File: src/rtl/rf_wb_arb_pkg.sv
// Shared definitions for the register-file write-back arbiter.
// Lane count, data width and register index width live here so the
// execution lanes and the write-back side agree on them.
package rf_wb_arb_pkg;

    localparam int EXEC_LEN = 4;   // result lanes, lane 0 oldest
    localparam int XLEN     = 32;  // data width
    localparam int RGBIT    = 5;   // register index width
    localparam int STARVE_W = 4;   // starvation counter width

    // Width needed to index a write port (at least one bit).
    function automatic int slot_w(input int n);
        return (n > 1) ? $clog2(n) : 1;
    endfunction

endpackage

File: src/rtl/rf_wb_arb_prefix_grant.sv
// rfwb_prefix_grant: combinational in-order grant for the write-back lanes.
// Produces per-lane ready, the write-port slot each accepted lane lands in,
// and a kill bit for accepted lanes overwritten by a younger accepted lane
// in the same cycle. Memory release always owns port 0 when present.
module rfwb_prefix_grant
    import rf_wb_arb_pkg::*;
#(
    parameter int WPORT = 2,
    parameter int SW    = 1
) (
    input  logic                      i_mem_release,
    input  logic [RGBIT-1:0]          i_mem_sel,
    input  logic [EXEC_LEN-1:0]       i_lane_vld,
    input  logic [EXEC_LEN*RGBIT-1:0] i_lane_sel,
    output logic [EXEC_LEN-1:0]       o_lane_rdy,
    output logic [EXEC_LEN-1:0]       o_lane_acc,
    output logic [EXEC_LEN*SW-1:0]    o_lane_slot,
    output logic [EXEC_LEN-1:0]       o_lane_kill,
    output logic                      o_oldest_blocked
);

    logic [RGBIT-1:0] w_sel [EXEC_LEN];
    logic             w_blocked;
    logic             w_seen;
    logic             w_ok;
    int               w_used;

    // Unpack the flattened per-lane destinations.
    always_comb begin
        for (int i = 0; i < EXEC_LEN; i++) begin
            w_sel[i] = i_lane_sel[i*RGBIT +: RGBIT];
        end
    end

    // Walk lanes oldest-first; the first valid lane that cannot go blocks the rest.
    always_comb begin
        o_lane_rdy       = '0;
        o_lane_slot      = '0;
        o_oldest_blocked = 1'b0;
        w_blocked        = 1'b0;
        w_seen           = 1'b0;
        w_ok             = 1'b0;
        w_used           = i_mem_release ? 1 : 0;
        for (int i = 0; i < EXEC_LEN; i++) begin
            w_ok = !w_blocked
                && !(i_mem_release && (w_sel[i] == i_mem_sel))
                && ((w_sel[i] == '0) || (w_used < WPORT));
            o_lane_rdy[i] = w_ok;
            if (i_lane_vld[i]) begin
                if (w_ok) begin
                    // Zero destination passes through without taking a port.
                    if (w_sel[i] != '0) begin
                        o_lane_slot[i*SW +: SW] = SW'(w_used);
                        w_used = w_used + 1;
                    end
                end else begin
                    if (!w_seen) begin
                        o_oldest_blocked = 1'b1;
                    end
                    w_blocked = 1'b1;
                end
                w_seen = 1'b1;
            end
        end
    end

    assign o_lane_acc = i_lane_vld & o_lane_rdy;

    // An accepted write shadowed by a younger accepted write to the same register is dropped.
    always_comb begin
        o_lane_kill = '0;
        for (int i = 0; i < EXEC_LEN; i++) begin
            for (int j = i + 1; j < EXEC_LEN; j++) begin
                if (o_lane_acc[i] && o_lane_acc[j] && (w_sel[i] != '0) && (w_sel[i] == w_sel[j])) begin
                    o_lane_kill[i] = 1'b1;
                end
            end
        end
    end

endmodule

File: src/rtl/rf_wb_arb.sv
// rf_wb_arb: shares WPORT registered register-file write ports between the
// memory release path (highest priority, port 0) and the execution lanes
// (in-order prefix grant). Handshake: a lane transfers in a cycle where
// i_lane_vld[i] & o_lane_rdy[i]; an unaccepted lane holds sel/data stable,
// and the memory path cannot be back-pressured. Results appear on o_wr_*
// one cycle after acceptance.
// Optional feature macro: RFWB_STARVE_GUARD_EN enables the starvation
// counter and the o_mem_stall request; without it o_mem_stall is 0.
module rf_wb_arb
    import rf_wb_arb_pkg::*;
#(
    parameter int WPORT      = 2,
    parameter int STARVE_MAX = 3,
    localparam int CNT_W     = $clog2(EXEC_LEN + 1)
) (
    input  logic                      i_clk,
    input  logic                      i_rst,
    input  logic                      i_mem_release,
    input  logic [RGBIT-1:0]          i_mem_sel,
    input  logic [XLEN-1:0]           i_mem_data,
    input  logic [EXEC_LEN-1:0]       i_lane_vld,
    input  logic [EXEC_LEN*RGBIT-1:0] i_lane_sel,
    input  logic [EXEC_LEN*XLEN-1:0]  i_lane_data,
    output logic [EXEC_LEN-1:0]       o_lane_rdy,
    output logic [CNT_W-1:0]          o_wb_cnt,
    output logic [WPORT*RGBIT-1:0]    o_wr_sel,
    output logic [WPORT*XLEN-1:0]     o_wr_data,
    output logic                      o_mem_stall,
    output logic [STARVE_W-1:0]       o_starve_cnt
);

    localparam int SW = slot_w(WPORT);

    logic [EXEC_LEN-1:0]    w_lane_acc;
    logic [EXEC_LEN*SW-1:0] w_lane_slot;
    logic [EXEC_LEN-1:0]    w_lane_kill;
    logic                   w_oldest_blocked;
    logic [WPORT*RGBIT-1:0] w_nxt_sel;
    logic [WPORT*XLEN-1:0]  w_nxt_data;
    logic [WPORT*RGBIT-1:0] r_wr_sel;
    logic [WPORT*XLEN-1:0]  r_wr_data;

    rfwb_prefix_grant #(
        .WPORT (WPORT),
        .SW    (SW)
    ) u_grant (
        .i_mem_release    (i_mem_release),
        .i_mem_sel        (i_mem_sel),
        .i_lane_vld       (i_lane_vld),
        .i_lane_sel       (i_lane_sel),
        .o_lane_rdy       (o_lane_rdy),
        .o_lane_acc       (w_lane_acc),
        .o_lane_slot      (w_lane_slot),
        .o_lane_kill      (w_lane_kill),
        .o_oldest_blocked (w_oldest_blocked)
    );

    // Count of lanes accepted this cycle, zero-destination lanes included.
    always_comb begin
        o_wb_cnt = '0;
        for (int i = 0; i < EXEC_LEN; i++) begin
            o_wb_cnt = o_wb_cnt + CNT_W'(w_lane_acc[i]);
        end
    end

    // Pack memory write into port 0 and accepted lanes into their granted slots.
    always_comb begin
        w_nxt_sel  = '0;
        w_nxt_data = '0;
        if (i_mem_release) begin
            w_nxt_sel[RGBIT-1:0] = i_mem_sel;
            w_nxt_data[XLEN-1:0] = i_mem_data;
        end
        for (int i = 0; i < EXEC_LEN; i++) begin
            if (w_lane_acc[i] && (i_lane_sel[i*RGBIT +: RGBIT] != '0) && !w_lane_kill[i]) begin
                w_nxt_sel[int'(w_lane_slot[i*SW +: SW])*RGBIT +: RGBIT] = i_lane_sel[i*RGBIT +: RGBIT];
                w_nxt_data[int'(w_lane_slot[i*SW +: SW])*XLEN +: XLEN]  = i_lane_data[i*XLEN +: XLEN];
            end
        end
    end

    // Output stage: register the packed write ports; reset discards pending writes.
    always_ff @(posedge i_clk or posedge i_rst) begin
        if (i_rst) begin
            r_wr_sel  <= '0;
            r_wr_data <= '0;
        end else begin
            r_wr_sel  <= w_nxt_sel;
            r_wr_data <= w_nxt_data;
        end
    end

    assign o_wr_sel  = r_wr_sel;
    assign o_wr_data = r_wr_data;

`ifdef RFWB_STARVE_GUARD_EN
    logic [STARVE_W-1:0] r_starve_cnt;
    logic                r_mem_stall;
    logic                w_starve_inc;
    logic [STARVE_W:0]   w_cnt_plus;

    // The oldest valid lane can only be held back by the memory path.
    assign w_starve_inc = i_mem_release & w_oldest_blocked;
    assign w_cnt_plus   = {1'b0, r_starve_cnt} + (STARVE_W+1)'(1);

    // Count consecutive memory-blocked cycles; raise a one-cycle stall at the limit.
    always_ff @(posedge i_clk or posedge i_rst) begin
        if (i_rst) begin
            r_starve_cnt <= '0;
            r_mem_stall  <= 1'b0;
        end else if (r_mem_stall) begin
            r_starve_cnt <= '0;
            r_mem_stall  <= 1'b0;
        end else if (w_starve_inc) begin
            r_starve_cnt <= w_cnt_plus[STARVE_W-1:0];
            r_mem_stall  <= (w_cnt_plus >= (STARVE_W+1)'(STARVE_MAX));
        end else begin
            r_starve_cnt <= '0;
            r_mem_stall  <= 1'b0;
        end
    end

    assign o_mem_stall  = r_mem_stall;
    assign o_starve_cnt = r_starve_cnt;
`else
    logic w_unused_starve;

    assign w_unused_starve = w_oldest_blocked;
    assign o_mem_stall     = 1'b0;
    assign o_starve_cnt    = '0;
`endif

endmodule

File: config.mk
export PLATFORM = sky130hd
export DESIGN_NAME = rf_wb_arb
export DESIGN_NICKNAME = d
export VERILOG_FILES = /design/src/rtl/rf_wb_arb_pkg.sv /design/src/rtl/rf_wb_arb_prefix_grant.sv /design/src/rtl/rf_wb_arb.sv
export SDC_FILE = /design/constraint.sdc
export NUM_CORES = 1
export LEC_CHECK = 0
export BUFFER_PORTS_ARGS = -buffer_cell sky130_fd_sc_hd__buf_2
export CORE_AREA = 5 5 147 149
export CTS_CLUSTER_SIZE = 12
export DETAILED_ROUTE_END_ITERATION = 10
export DIE_AREA = 0 0 152 154
export GPL_TIMING_DRIVEN = 0
export PLACE_DENSITY = 0.6
export SYNTH_ARGS = -nofsm -noshare
export SYNTH_HDL_FRONTEND = slang
export SYNTH_SLANG_ARGS = --single-unit
export TNS_END_PERCENT = 20
File: constraint.sdc
create_clock -name i_clk -period 6.36 [get_ports i_clk]
set_input_delay 0.954 -clock i_clk [delete_from_list [all_inputs] [get_ports i_clk]]
set_output_delay 0.954 -clock i_clk [all_outputs]
set_load 0.02 [all_outputs]
==> results.json, run 1 <==
{
  "status": "finished, final reports clean",
  "crit_arrival_ps": 5120,
  "grt_pass1_vias": 7385,
  "drcViolationCount": 0,
  "fin_tns_setup_ps": 0,
  "yosysSeqAreaShare_pct": 30.3,
  "drv_slew": 0,
  "total_power_uw": 1870,
  "cts.clk_slew.worst_paths_ps": 60,
  "hold_path.class": "input pin to async pin",
  "vias": 7506,
  "seqCellArea_um2": 1850,
  "slew_headroom_pct": 37.2,
  "place_congestion": 0.882,
  "path_max_fanout": 8,
  "placement.io_buffers": 247,
  "wl_per_cell_um": 22.6,
  "grt_use_total_pct": 23.8,
  "fin_crit_ps": 6070,
  "fmax_ghz": 0.165,
  "fp.dieH_um": 154,
  "num_rows": 52,
  "coreArea_um2": 20000,
  "vias_per_cell": 5.75,
  "clk_path_buf_depth": 2,
  "setup_viol": 0,
  "numCtsBuffers": 9,
  "syn-cell-area_um2": 6120,
  "drive_gt1_share_pct": 33.0,
  "grt_antenna_before_repair": 2,
  "drt_iter0_drc": 656,
  "cts_root_buf": "clkbuf_16",
  "ys.flop_type": "dfrtp_1",
  "async_flop_share_pct": 100,
  "final_cell_area_um2": 8080,
  "cp-start-kind": "input pin",
  "synth_enable_flop_cells": 0,
  "grt_pass1_wl_mm": 44.5,
  "area_growth_pct": 32.0,
  "clock-sinks": 74,
  "num_io_pins": 278,
  "wirelength_mm": 29.4,
  "syn_area_per_cell_um2": 8.04,
  "globalRouteOverflowTotal": 0,
  "start_util_pct": 30.5,
  "max_cap_violations": 0,
  "crit_type": "input pin to primary output",
  "post_dp_cell_area_um2": 7740,
  "cts_tree": "built",
  "min_period_over_period_pct": 95.4,
  "yosysWarnings": 0,
  "synthTopCellsByArea": "dfrtp_1, o2111ai_1, a221oi_1",
  "die_w_um": 152,
  "dr.pass1.iters": 7,
  "fill_cells": 2206,
  "finalNetCount": 1228,
  "timing.hold.ws_ps": 545,
  "grt_max_degree": 59,
  "synth.largest_area_cell": "dfrtp_1",
  "cp-end-kind": "primary output",
  "ant_nets": 0,
  "critical_path_required_ps": 5410,
  "synth_cell_types": 52,
  "ys_ff_latch": 74,
  "power.density_nw_per_um2": 231,
  "ir_drop_v": 0.000122,
  "htreeDepth": 3,
  "synth.most_common_cell": "nor2_1",
  "multi_input_area_um2": 3700,
  "hold_violations": 0,
  "p_leak_uw": 0.00357,
  "postSynthCellCount": 761,
  "worst_slew_pin_slew_ps": 937,
  "place_hpwl_mm": 21.8,
  "rsz0062_at_grt": "false",
  "synth_top_area_share_pct": 30.3,
  "netlist_top_cells_count": "nor2_1, nand2_1, dfrtp_1",
  "dieArea_um2": 23400
}
==> worst paths after layout <==
check                            startpoint            end  cells past startpoint
setup / recovery              i_lane_sel[4]    o_wb_cnt[1]                     23
hold / removal                        i_rst   o_wr_data[9]                      2
max in group asynchronous             i_rst  o_wr_data[23]                      3
min in group i_clk         i_lane_data[106]  o_wr_data[42]                      3
==> worst max-delay path, stage by stage <==
cell and delay (ps):
buf_2 180, nor3_2 170, nand2_1 120, ha_1 290, nor2_1 80, o21ai_1 80
a21boi_1 170, ha_1 280, inv_1 30, or3_1 380, nand2_1 100, ha_1 240
nor2_1 110, nor3_1 80, o21ai_1 220, o2111a_1 260, buf_6 160, inv_2 60
fa_1 470, inv_1 40, ha_1 200, ha_1 260, buf_2 160
==> cell type report <==
cell class	count	area share [%]
multi-input cells	567	45.8
inverters	15	0.728
repair buffers	252	16.0
flip-flops and latches	74	22.9
clock buffers	12	3.18
well taps	270	4.18
diodes	3	0.0930
clock inverters	4	0.325
plain buffers	108	6.72
==> layer usage <==
layer  vias to the layer above  global-route usage (%)  part of all wire (%)  wire length (um)
li1                       3424                       -                     -                 -
met1                      3619                    31.9                    43             12600
met2                       419                    39.6                    48             14100
met3                        44                    4.53                   7.6              2230
met4                         0                    6.42                   2.0               577
met5                         -                       0                     0                 0
==> kinds of logic after synthesis <==
| logic type | synth area share (%) |
|---|---|
| xor+xnor | 7.15 |
| fa+ha+maj | 1.96 |
| flops | 30.3 |
| buf+inv | 9.75 |
| other cells | 0.0613 |
| compound gates | 32.7 |
| simple gates | 18.1 |
==> registers in the layout, summed over array words and instances, names as in the netlist <==
name / cells
o_wr_data: 64
o_wr_sel: 10
==> cell usage in the layout (no fill, tap or decap), types with 8 or more instances in the layout <==
cell type	n
a21oi_1	39
a221oi_1	37
a311oi_1	37
buf_2	289
buf_4	14
clkbuf_1	48
clkbuf_16	9
dfrtp_1	74
ha_1	8
inv_1	13
nand2_1	84
nand3_1	43
nor2_1	86
nor3_1	9
o2111ai_1	39
o311ai_1	31
o31ai_1	37
xnor2_1	29
xor2_1	21
==> stage by stage <==
stage	worst slack (ps)	utilization (%)	instances
global placement	-447	38.5	1282
floorplan	672	-	765
finish	290	40.3	1305
detailed placement	-446	38.6	1283
global route	27.2	40.3	1304
CTS	0.334	40.0	1298
==> where the power goes <==
part           leakage (uW)  switching [uW]  internal, uW  total [uW]
clock network      0.000139             211           285         497
registers          0.000933            23.2           560         583
logic               0.00250             511           277         788
==> timing repair <==
action,in CTS,in global routing
pin swaps,0,2
gates resized for setup,1,8
hold buffers,0,0
buffers inserted,0,4
endpoints found under the setup margin,3,3
Power figures use the tool's default switching activity.
==> run 2: changes to the inputs <==
--- a/config.mk
+++ b/config.mk
@@ -7,6 +7,7 @@
 export LEC_CHECK = 0
 export BUFFER_PORTS_ARGS = -buffer_cell sky130_fd_sc_hd__buf_2
 export CORE_AREA = 5 5 147 149
+export CTS_BUF_LIST = sky130_fd_sc_hd__clkbuf_16
 export CTS_CLUSTER_SIZE = 12
 export DETAILED_ROUTE_END_ITERATION = 10
 export DIE_AREA = 0 0 152 154
==> results.json, run 2 (synthesis results as in run 1) <==
{
  "crit_type": "input pin to primary output",
  "p_seq_share_pct": 31.8,
  "p_comb_share_pct": 42.8,
  "cpMostUsedCell": "ha_1",
  "grt_pass1_vias": 7388,
  "htreeDepth": 3,
  "placement.io_buffers": 247,
  "p_int_uw": 1100,
  "cp_num_buf_inv": 6,
  "p_leak_uw": 0.00357,
  "die_w_um": 152,
  "vias_per_cell": 5.73,
  "num_rows": 52,
  "cpMaxStageDelayCell": "fa_1",
  "cts_root_buf": "clkbuf_16",
  "power_frac_clock_pct": 25.5,
  "clock-sinks": 74,
  "min_period_over_period_pct": 95.1,
  "grt_max_degree": 59,
  "drv_slew": 0,
  "drcViolationCount": 0,
  "slew_headroom_pct": 36.2,
  "clk_path_buf_depth": 2,
  "fp.dieH_um": 154,
  "fin_crit_ps": 6050,
  "cp-start-kind": "input pin",
  "wl_per_cell_um": 22.4,
  "met2WireLength_mm": 14.0,
  "hold_buffers": 0,
  "ir_drop_v": 0.000121,
  "met3_length_mm": 2.29,
  "hold_violations": 0,
  "path_max_fanout": 8,
  "power.density_nw_per_um2": 228,
  "fin_tns_setup_ps": 0,
  "post-route-util_pct": 40.2,
  "path_depth": 23,
  "drt_iter0_drc": 650,
  "place_congestion": 0.882,
  "num_io_pins": 278,
  "setup_viol": 0,
  "start_util_pct": 30.5,
  "cts.clk_slew.worst_paths_ps": 60,
  "worstPathCellList": "buf_2 > nor3_2 > nand2_1 > ha_1 > nor2_1 > o21ai_1 > a21boi_1 > ha_1 > inv_1 > or3_1 > nand2_1 > ha_1 > nor2_1 > nor3_1 > o21ai_1 > o2111a_1 > buf_6 > inv_2 > fa_1 > inv_1 > ha_1 > ha_1 > buf_2",
  "drive_gt1_share_pct": 32.8,
  "slowest_delay_ps": 470,
  "fmax_ghz": 0.165,
  "highest_layer": "met4",
  "max_cap_violations": 0,
  "ant_nets": 0,
  "fin_cells": 1305,
  "grt_pass1_wl_mm": 44.4,
  "grt_use_total_pct": 23.8,
  "hold_path.class": "input pin to async pin",
  "place_inst": 1283,
  "critical_path_required_ps": 5410,
  "coreArea_um2": 20000,
  "layout_commonest_cell": "buf_2",
  "dr.pass1.iters": 5,
  "largest_reg_flops": 64,
  "cp-end-kind": "primary output",
  "switchingPower_uw": 742,
  "numCtsBuffers": 9,
  "status": "finished, final reports clean",
  "route.layer.met1.wl_mm": 12.4,
  "globalRouteOverflowTotal": 0,
  "swShare_pct": 40.4,
  "place_hpwl_mm": 21.8,
  "area_growth_pct": 31.6,
  "crit_arrival_ps": 5090,
  "finalNetCount": 1228,
  "grt_antenna_before_repair": 2,
  "cts_tree": "built",
  "fill_cells": 2208,
  "wirelength_mm": 29.3,
  "critPathTopFamily": "adder cells",
  "rsz0062_at_grt": "false",
  "vias": 7481,
  "dieArea_um2": 23400,
  "worst_slew_pin_slew_ps": 952,
  "final_cell_mix": "buf_2, nor2_1, nand2_1"
}
run 2: changes by cell type in the layout (fill, tap and decap cells not counted), sizes merged:
cell | previous run | this run
clkbuf | 61 | 58
clkinv | 3 | 5
inv | 15 | 16
run 2: power groups by stage:
stage,Clock (uW),Combinational [uW],Sequential (uW)
5_1_grt,492,846,592
2_1_floorplan,0,354,713
3_5_place_dp,0,777,592
6_report,468,786,584
4_1_cts,475,780,584
3_3_place_gp,0,771,592
run 2: per-layer routing:
metal	vias up	GRT usage, %
met5	-	0
met4	0	6.42
met3	32	4.53
met2	429	39.6
met1	3602	31.9
li1	3418	-
run 2: area by class of cell:
cell class                      count  area [um^2]  area share, %
Antenna cell                        3         7.51         0.0932
Clock inverter                      7         37.5          0.466
Timing Repair Buffer              252         1290           16.1
Sequential cell                    74         1850           23.0
Clock buffer                        9          225           2.80
Tap cell                          270          338           4.19
Inverter                           15         58.8          0.730
Multi-Input combinational cell    567         3700           45.9
Buffer                            108          543           6.74
run 2: timing repair:
action | in CTS | in global routing
setup endpoints to repair | 3 | 3
resized for setup | 1 | 8
pin swaps | 0 | 2
setup buffers | 0 | 4
run 2: per-stage QoR:
step                worst slack (ps)  instance area (um^2)  total power, uW  hold WS, ps
floorplan                        672                  6140             1070         1070
global placement                -447                  7710             1360         1180
detailed placement              -446                  7740             1370          910
CTS                            0.334                  8010             1840          548
global route                    27.2                  8050             1930          564
finish                           311                  8060             1840          548
run 2: final timing paths:
check                      slack [ps]            end              from
setup / recovery                  310    o_wb_cnt[1]     i_lane_sel[4]
hold / removal                    550   o_wr_data[9]             i_rst
min in group i_clk                830  o_wr_data[62]  i_lane_data[126]
max in group asynchronous        5230  o_wr_data[23]             i_rst
==> run 3: changes to the inputs <==
--- a/config.mk
+++ b/config.mk
@@ -6,14 +6,15 @@
 export NUM_CORES = 1
 export LEC_CHECK = 0
 export BUFFER_PORTS_ARGS = -buffer_cell sky130_fd_sc_hd__buf_2
-export CORE_AREA = 5 5 147 149
+export CORE_AREA = 5 5 140 142
 export CTS_BUF_LIST = sky130_fd_sc_hd__clkbuf_16
 export CTS_CLUSTER_SIZE = 12
 export DETAILED_ROUTE_END_ITERATION = 10
-export DIE_AREA = 0 0 152 154
+export DIE_AREA = 0 0 145 147
 export GPL_TIMING_DRIVEN = 0
-export PLACE_DENSITY = 0.6
+export PLACE_DENSITY_LB_ADDON = 0.08
 export SYNTH_ARGS = -nofsm -noshare
 export SYNTH_HDL_FRONTEND = slang
+export SYNTH_HIERARCHICAL = 1
 export SYNTH_SLANG_ARGS = --single-unit
 export TNS_END_PERCENT = 20
==> results.json, run 3 <==
{
  "die_w_um": 145,
  "drcViolationCount": 0,
  "drive_gt1_share_pct": 37.6,
  "final_cell_area_um2": 7590,
  "layout_commonest_cell": "buf_2",
  "cpMostUsedCell": "inv_1",
  "worstPathCellList": "buf_2 > buf_2 > or4_4 > or2_4 > and2_4 > a2111oi_4 > mux2i_1 > inv_1 > ha_1 > o2111a_1 > a311oi_2 > nand4_1 > inv_1 > inv_1 > fa_1 > inv_1 > ha_1 > ha_1 > buf_2",
  "cp-start-kind": "input pin",
  "fin_cells": 1165,
  "crit_arrival_ps": 5170,
  "num_io_pins": 278,
  "grt_use_total_pct": 23.0,
  "grt_pass1_wl_mm": 38.8,
  "place_hpwl_mm": 19.7,
  "cp_num_buf_inv": 7,
  "p_leak_uw": 0.00358,
  "dp_slack_ps": -793,
  "fmax_ghz": 0.163,
  "globalRouteOverflowTotal": 0,
  "final_cell_mix": "buf_2, dfrtp_1, a221oi_1",
  "setup_ws_ps": 239,
  "clock-sinks": 74,
  "grt_max_degree": 39,
  "cts.clk_slew.worst_paths_ps": 60,
  "max_cap_violations": 0,
  "power.density_nw_per_um2": 236,
  "grt_pass1_vias": 6484,
  "grt_antenna_before_repair": 0,
  "coreArea_um2": 18300,
  "critPathTopFamily": "adder cells",
  "wirelength_mm": 25.3,
  "crit_type": "input pin to primary output",
  "syn-cell-area_um2": 5480,
  "ant_nets": 0,
  "cpMaxStageDelayCell": "or4_4",
  "critical_path_required_ps": 5410,
  "numCtsBuffers": 9,
  "setup_viol": 0,
  "ir_drop_v": 0.000123,
  "place_inst": 1140,
  "slowest_delay_ps": 560,
  "slew_headroom_pct": 31.2,
  "dieArea_um2": 21300,
  "min_period_over_period_pct": 96.2,
  "vias_per_cell": 5.46,
  "hold_path.class": "input pin to async pin",
  "post-route-util_pct": 41.4,
  "fin_crit_ps": 6120,
  "drt_iter0_drc": 440,
  "syn_area_per_cell_um2": 8.71,
  "drv_slew": 0,
  "area_growth_pct": 38.6,
  "post_dp_cell_area_um2": 7170,
  "start_util_pct": 29.9,
  "worst_slew_pin_slew_ps": 1030,
  "htreeDepth": 3,
  "clk_path_buf_depth": 2,
  "finalNetCount": 1123,
  "num_rows": 50,
  "wl_per_cell_um": 21.7,
  "postSynthCellCount": 629,
  "place_congestion": 0.844,
  "dr.pass1.iters": 5,
  "placement.io_buffers": 272,
  "fp.dieH_um": 147,
  "cts_root_buf": "clkbuf_16",
  "vias": 6360,
  "hold_violations": 0,
  "cts_tree": "built",
  "largest_reg_flops": 64,
  "hold_buffers": 0,
  "path_max_fanout": 5,
  "cp-end-kind": "primary output",
  "status": "finished, final reports clean",
  "yosysWarnings": 6
}
run 3: timing repair:
| action | 4_1_cts | 5_1_grt |
|---|---|---|
| resized for setup | 9 | 3 |
| buffers inserted | 0 | 6 |
| setup endpoints to repair | 41 | 56 |
| pin swaps | 3 | 4 |
run 3: final timing paths:
path | from | to | slack [ps] | cells past startpoint
max | i_lane_sel[7] | o_wb_cnt[1] | 240 | 19
min | i_rst | o_wr_data[22] | 650 | 2
max in group asynchronous | i_rst | o_wr_data[5] | 5120 | 3
min in group i_clk | i_lane_data[106] | o_wr_data[42] | 840 | 3
run 3: metal layers:
layer	up-vias	global-route usage [%]	share of wire [%]
li1	2983	-	-
met1	3016	29.7	41
met2	315	39.2	50
met3	46	3.89	7.1
met4	0	7.67	2.6
met5	-	0	0
run 3: cell type report:
class	instances	area (um^2)
fillers	1924	10700
multi-input cells	469	3220
flip-flops and latches	74	1850
repair buffers	279	1430
plain buffers	72	390
well taps	234	293
clock buffers	9	225
clock inverters	7	110
inverters	18	72.6
diodes	3	7.51
run 3: metrics by stage:
stage          hold slack (ps)  setup TNS, ps  total power [uW]
6_report                   654              0              1790
4_1_cts                    659          -73.6              1800
3_5_place_dp              1030         -34470              1210
3_3_place_gp              1180         -35890              1210
5_1_grt                    695          -12.3              1890
2_1_floorplan             1070              0               948
run 3: power breakdown:
group	internal, uW	total, uW	switching (uW)	leakage, uW
logic	251	646	394	0.00246
registers	540	558	17.8	0.000947
clock network	380	588	208	0.000170
total	1170	1790	620	0.00358
